$ cat src/rtl/mips_pkg.sv
// Shared MIPS definitions for the fetch stage: opcodes, instruction field positions,
// PC width and the fetch FSM state type.
package mips_pkg;

    localparam int PC_W = 32;

    localparam logic [5:0] OP_RTYPE = 6'h00;
    localparam logic [5:0] OP_LW    = 6'h23;
    localparam logic [5:0] OP_SW    = 6'h2B;
    localparam logic [5:0] OP_ADDI  = 6'h08;
    localparam logic [5:0] OP_BEQ   = 6'h04;
    localparam logic [5:0] OP_J     = 6'h02;

    localparam int OPCODE_MSB = 31;
    localparam int OPCODE_LSB = 26;
    localparam int RS_MSB     = 25;
    localparam int RS_LSB     = 21;
    localparam int RT_MSB     = 20;
    localparam int RT_LSB     = 16;
    localparam int RD_MSB     = 15;
    localparam int RD_LSB     = 11;
    localparam int SHAMT_MSB  = 10;
    localparam int SHAMT_LSB  = 6;
    localparam int FUNCT_MSB  = 5;
    localparam int FUNCT_LSB  = 0;
    localparam int IMM_MSB    = 15;
    localparam int JADDR_MSB  = 25;

    typedef enum logic [1:0] {
        IDLE = 2'd0,
        REQ  = 2'd1,
        EXEC = 2'd2
    } fetch_state_t;

endpackage

$ cat src/rtl/next_pc_logic.sv
// Combinational next-PC selection: jump, taken branch, or sequential.
// Kept separate so a future pipelined fetch can reuse it.
module next_pc_logic
    import mips_pkg::*;
(
    input  logic [PC_W-1:0] pc_plus4,
    input  logic [15:0]     imm,
    input  logic [25:0]     jaddr,
    input  logic            Branch,
    input  logic            Jump,
    input  logic            Zero,
    output logic [PC_W-1:0] next_pc
);

    logic [PC_W-1:0] branch_offset;

    assign branch_offset = {{14{imm[15]}}, imm, 2'b00};

    // NOTE: next_pc gets a default before any branch so no path leaves it unassigned (no latch).
    always_comb begin
        next_pc = pc_plus4;
        if (Jump) begin
            next_pc = {pc_plus4[31:28], jaddr, 2'b00};
        end else if (Branch && Zero) begin
            next_pc = pc_plus4 + branch_offset;
        end
    end

endmodule

$ cat src/rtl/instr_fetch_unit.sv
// Multi-cycle instruction fetch: holds the PC, fetches over req/ack, decodes MIPS
// fields for ControlUnit/datapath and advances the PC when downstream retires.
module instr_fetch_unit
    import mips_pkg::*;
#(
    parameter logic [PC_W-1:0] RESET_PC = 32'h0040_0000
) (
    input  logic            clk,
    input  logic            reset,
    output logic            imem_req,
    output logic [PC_W-1:0] imem_addr,
    input  logic            imem_ack,
    input  logic [31:0]     imem_rdata,
    input  logic            stall,
    input  logic            exec_done,
    input  logic            Branch,
    input  logic            Jump,
    input  logic            Zero,
    output logic            instr_valid,
    output logic [5:0]      opcode,
    output logic [5:0]      Funct,
    output logic [4:0]      rs,
    output logic [4:0]      rt,
    output logic [4:0]      rd,
    output logic [4:0]      shamt,
    output logic [15:0]     imm,
    output logic [25:0]     jaddr,
    output logic [PC_W-1:0] pc,
    output logic [PC_W-1:0] pc_plus4,
    output logic [31:0]     instr_count
);

    fetch_state_t    state;
    fetch_state_t    state_next;
    logic [31:0]     instr_reg;
    logic [PC_W-1:0] next_pc;
    logic            load_instr;
    logic            retire;

    always_comb begin
        state_next = state;
        load_instr = 1'b0;
        retire     = 1'b0;
        case (state)
            IDLE: state_next = REQ;
            REQ: begin
                if (imem_ack) begin
                    load_instr = 1'b1;
                    state_next = EXEC;
                end
            end
            EXEC: begin
                if (exec_done && !stall) begin
                    retire     = 1'b1;
                    state_next = REQ;
                end
            end
            default: state_next = IDLE;
        endcase
    end

    // NOTE: sequential state uses non-blocking assignments so every register samples pre-edge values.
    always_ff @(posedge clk) begin
        if (reset) begin
            state <= IDLE;
        end else begin
            state <= state_next;
        end
    end

    // Acks outside REQ never reach load_instr, so stale or spurious acks are dropped.
    always_ff @(posedge clk) begin
        if (reset) begin
            pc          <= RESET_PC;
            instr_reg   <= '0;
            instr_count <= '0;
        end else begin
            if (load_instr) begin
                instr_reg <= imem_rdata;
            end
            if (retire) begin
                pc          <= next_pc;
                instr_count <= instr_count + 32'd1;
            end
        end
    end

    assign imem_req    = (state == REQ);
    assign imem_addr   = pc;
    assign instr_valid = (state == EXEC);
    assign pc_plus4    = pc + 32'd4;

    assign opcode = instr_reg[OPCODE_MSB:OPCODE_LSB];
    assign rs     = instr_reg[RS_MSB:RS_LSB];
    assign rt     = instr_reg[RT_MSB:RT_LSB];
    assign rd     = instr_reg[RD_MSB:RD_LSB];
    assign shamt  = instr_reg[SHAMT_MSB:SHAMT_LSB];
    assign Funct  = instr_reg[FUNCT_MSB:FUNCT_LSB];
    assign imm    = instr_reg[IMM_MSB:0];
    assign jaddr  = instr_reg[JADDR_MSB:0];

    next_pc_logic u_next_pc (
        .pc_plus4 (pc_plus4),
        .imm      (imm),
        .jaddr    (jaddr),
        .Branch   (Branch),
        .Jump     (Jump),
        .Zero     (Zero),
        .next_pc  (next_pc)
    );

endmodule
$ cat config.mk
export PLATFORM = sky130hd
export DESIGN_NAME = instr_fetch_unit
export DESIGN_NICKNAME = d
export VERILOG_FILES = /design/src/rtl/mips_pkg.sv /design/src/rtl/next_pc_logic.sv /design/src/rtl/instr_fetch_unit.sv
export SDC_FILE = /design/constraint.sdc
export NUM_CORES = 1
export LEC_CHECK = 0
export CAP_MARGIN = 20
export CELL_PAD_IN_SITES_DETAIL_PLACEMENT = 1
export CELL_PAD_IN_SITES_GLOBAL_PLACEMENT = 1
export CORE_AREA = 2 2 144 146
export DETAILED_ROUTE_END_ITERATION = 10
export DIE_AREA = 0 0 146 148
export PLACE_DENSITY = 0.94
export RECOVER_POWER = 50
export SETUP_SLACK_MARGIN = 0.5
export SLEW_MARGIN = 20
export SYNTH_ARGS = -nofsm -noshare
export SYNTH_HDL_FRONTEND = slang
export SYNTH_SLANG_ARGS = --single-unit
$ cat constraint.sdc
create_clock -name clk -period 7.8 [get_ports clk]
set_input_delay 1.17 -clock clk [delete_from_list [all_inputs] [get_ports clk]]
set_output_delay 1.17 -clock clk [all_outputs]
set_load 0.1 [all_outputs]
==> impl_metrics.ini <==
[timing]
finalWorstSetupSlack_ns = 2.75
maxSlewHeadroom = -1.92
drv_slew = 89
timing.clock.skew_ns = 0.0106
hold_viol_final = 0
fmaxAchievable_mhz = 198
final_min_period_over_clock_period = 0.647
min_period_ns = 5.05
setup_total_negative_slack_ns = 0
rsz0062_at_grt = no
max_slew.worst_pin.slew_ns = 4.39
setup_viol = 0

[setup_path]
critPathMostFrequentCell = sky130_fd_sc_hd__clkbuf_1
startpoint_class_of_the_critical_path = input pin
timing.setup.critical_path_class = input pin to flip-flop
crit_path_cell_trace = clkbuf_1, clkbuf_1, nor3_1, and3_1, mux2i_1, nand2_1
required_ns = 8.05
path_max_fanout = 88
critical_path.max_stage_delay_ns = 3.10
critical_path_arrival_ns = 5.30
timing.critical_path.to_type = flip-flop
cp_slowest_cell = sky130_fd_sc_hd__clkbuf_1

[die]
num_rows = 52
core_mm2 = 0.0200
io_pins = 244
dieHeight_um = 148
floorplan.initialDensity = 0.343
fp.dieArea_mm2 = 0.0216
die_w_um = 146

[outcome]
outcome = complete, but fails checks
violations = capacitance limit, slew limit

[yosys]
netlist-cell-type-count = 58
post_synthesis_cell_count = 912
synth_seq_cells = 96
ys_seq_area_frac = 0.280
async_reset_ff_frac = 0
synth-main-ff-cell = sky130_fd_sc_hd__dfxtp_1
yosysWarnings = 0
synth_enable_flop_cells = 0
mappedNetlistArea_mm2 = 0.00687
avg_inst_size_synth_um2 = 7.53

[drt]
antenna_left = 0
drtIter0Drc = 317
wl_per_cell_um = 20.3
drt_pre_antenna_iters = 5
drc_errors = 0
vias = 7240
detail_route.wirelength_um = 26900
via_density_per_instance = 5.46

[clocking]
clock_insertion_delay_worst_skew_ns = 0.36
post_cts_hold_buffer_count = 0
post_cts.resized_instances = 0
clock_tree_from_tritoncts = yes
cts.path.max_buffers = 2
clock-root-buffer = sky130_fd_sc_hd__clkbuf_16
clk_transition_reported_paths_ns = 0.09
clock-sinks = 96
cts.htree.levels = 3
cts-buffers-inserted = 9
cts_setup_buffers = 0

[placement]
place.port_buffers = 237
post-dp-hpwl_um = 19700
finalWeightedCongestion = 0.919
pre_cts_ws_ns = 3.17

[hold_path]
timing.hold.worst.class = flip-flop to flip-flop

[cells_and_area]
final_layout_size_suffix_gt1_frac = 0.0303
number_of_nets_at_the_end_of_the_flow = 1130
synthToLayoutAreaGrowth_pct = 34.1
antenna_cells_inserted = 0
filler_cell_count = 2481

[global_route]
grt_antenna_before_repair = 1
grt_first_pass_wirelength_um = 42300
global_route_usage_over_all_layers = 0.246
grt_start_max_net_pins = 89
first_global_vias = 7517
global_route.overflow_total = 0

[power_and_ir_drop]
power_per_cell_area_mw_per_mm2 = 145
leakagePower_uw = 0.00373
fin_total_pwr_uw = 1340
power.ir.vdd_worst_mv = 0.0936

[job]
max_cap_violations = 1
==> cells by family after synthesis <==
logic type / count (synthesis) / share of synthesized area
flops: 96 / 0.280
xor+xnor: 76 / 0.0969
other cells: 1 / 0.000546
simple gates: 341 / 0.227
mux: 4 / 0.00583
buf+inv: 133 / 0.117
compound gates: 223 / 0.203
fa+ha+maj: 38 / 0.0703
==> metrics by stage <==
step | utilization | hold WS, ns | std cells | area (um^2)
6_report | 0.460 | 0.459 | 1327 | 9210
5_1_grt | 0.460 | 0.494 | 1327 | 9210
4_1_cts | 0.460 | 0.465 | 1327 | 9220
3_5_place_dp | 0.444 | 0.456 | 1311 | 8900
3_3_place_gp | 0.444 | 0.442 | 1311 | 8900
2_1_floorplan | - | 0.556 | 917 | 6890
==> cells in the final DEF (no fill, tap or decap), drive strengths merged, types with 5 or more instances in the layout <==
cell           Yosys  layout
a31oi              6       6
ha                37      37
nor3              14      14
dfxtp             96      96
buf               82       5
clkdlybuf4s50      0     148
or3                8       8
a21oi             94      94
o211ai            13      13
nor2              77      77
and2               7       7
o21ai             41      41
and4              12      12
clkbuf            37      11
o21a               5       5
o221ai             5       5
nand3             28      28
a22oi              5       5
a211oi             9       9
nand2            147     147
dlygate4sd3        0      88
inv               14      17
conb               1       6
xnor2             40      40
and3              12      12
xor2              36      36
a21o              15      15
nand4             17      17
nand2b             7       7
==> layer usage <==
| layer | share of wire | routed length, um | global-route usage | vias to the layer above |
|---|---|---|---|---|
| met4 | 0.035 | 939 | 0.108 | 0 |
| met2 | 0.48 | 13000 | 0.422 | 259 |
| met1 | 0.42 | 11200 | 0.296 | 3533 |
| met5 | 0 | 0 | 0 | - |
| li1 | - | - | - | 3388 |
| met3 | 0.067 | 1800 | 0.0543 | 60 |
==> critical path, delay by kind of cell <==
family / cells / cell delay [ns]
buf+inv: 2 / 3.24
mux: 1 / 0.13
simple gates: 3 / 0.74
==> layout make-up <==
type	instances	area [um^2]	share of cell area
clock buffers	9	225	0.0245
clock inverters	7	93.8	0.0102
inverters	14	52.6	0.00571
multi-input cells	688	4170	0.453
flip-flops and latches	96	1920	0.209
well taps	270	338	0.0367
repair buffers	243	2410	0.261
==> where the power goes <==
part | internal [uW] | total (uW) | switching [uW]
clock | 233 | 484 | 251
sequential | 500 | 515 | 15.3
combinational | 76.3 | 338 | 262
total | 809 | 1340 | 528
==> synthesized netlist by cell type (13+ instances only) <==
| master | number | area [um^2] |
|---|---|---|
| sky130_fd_sc_hd__clkbuf_1 | 37 | 139 |
| sky130_fd_sc_hd__nand4_1 | 17 | 106 |
| sky130_fd_sc_hd__o211ai_1 | 13 | 97.6 |
| sky130_fd_sc_hd__dfxtp_1 | 96 | 1920 |
| sky130_fd_sc_hd__nor3_1 | 13 | 65.1 |
| sky130_fd_sc_hd__a21o_1 | 14 | 105 |
| sky130_fd_sc_hd__xor2_1 | 36 | 315 |
| sky130_fd_sc_hd__xnor2_1 | 40 | 350 |
| sky130_fd_sc_hd__a21oi_1 | 94 | 470 |
| sky130_fd_sc_hd__inv_1 | 14 | 52.6 |
| sky130_fd_sc_hd__nand2_1 | 147 | 552 |
| sky130_fd_sc_hd__nand3_1 | 28 | 140 |
| sky130_fd_sc_hd__o21ai_0 | 40 | 200 |
| sky130_fd_sc_hd__ha_1 | 37 | 463 |
| sky130_fd_sc_hd__buf_4 | 81 | 608 |
| sky130_fd_sc_hd__nor2_1 | 77 | 289 |
==> worst paths after layout <==
check,from,to,slack (ns),cells after the start
worst max-delay path,reset,imem_addr[31]$_SDFFE_PP0P_,2.75,6
worst min-delay path,instr_reg[26]$_SDFFE_PP0P_,instr_reg[26]$_SDFFE_PP0P_,0.46,2
worst max register to register,imem_addr[2]$_SDFFE_PP0P_,imem_addr[27]$_SDFFE_PP0P_,3.53,14
worst min register to register,instr_reg[26]$_SDFFE_PP0P_,instr_reg[26]$_SDFFE_PP0P_,0.46,2
Note: power is estimated with default switching activity, not from simulation.
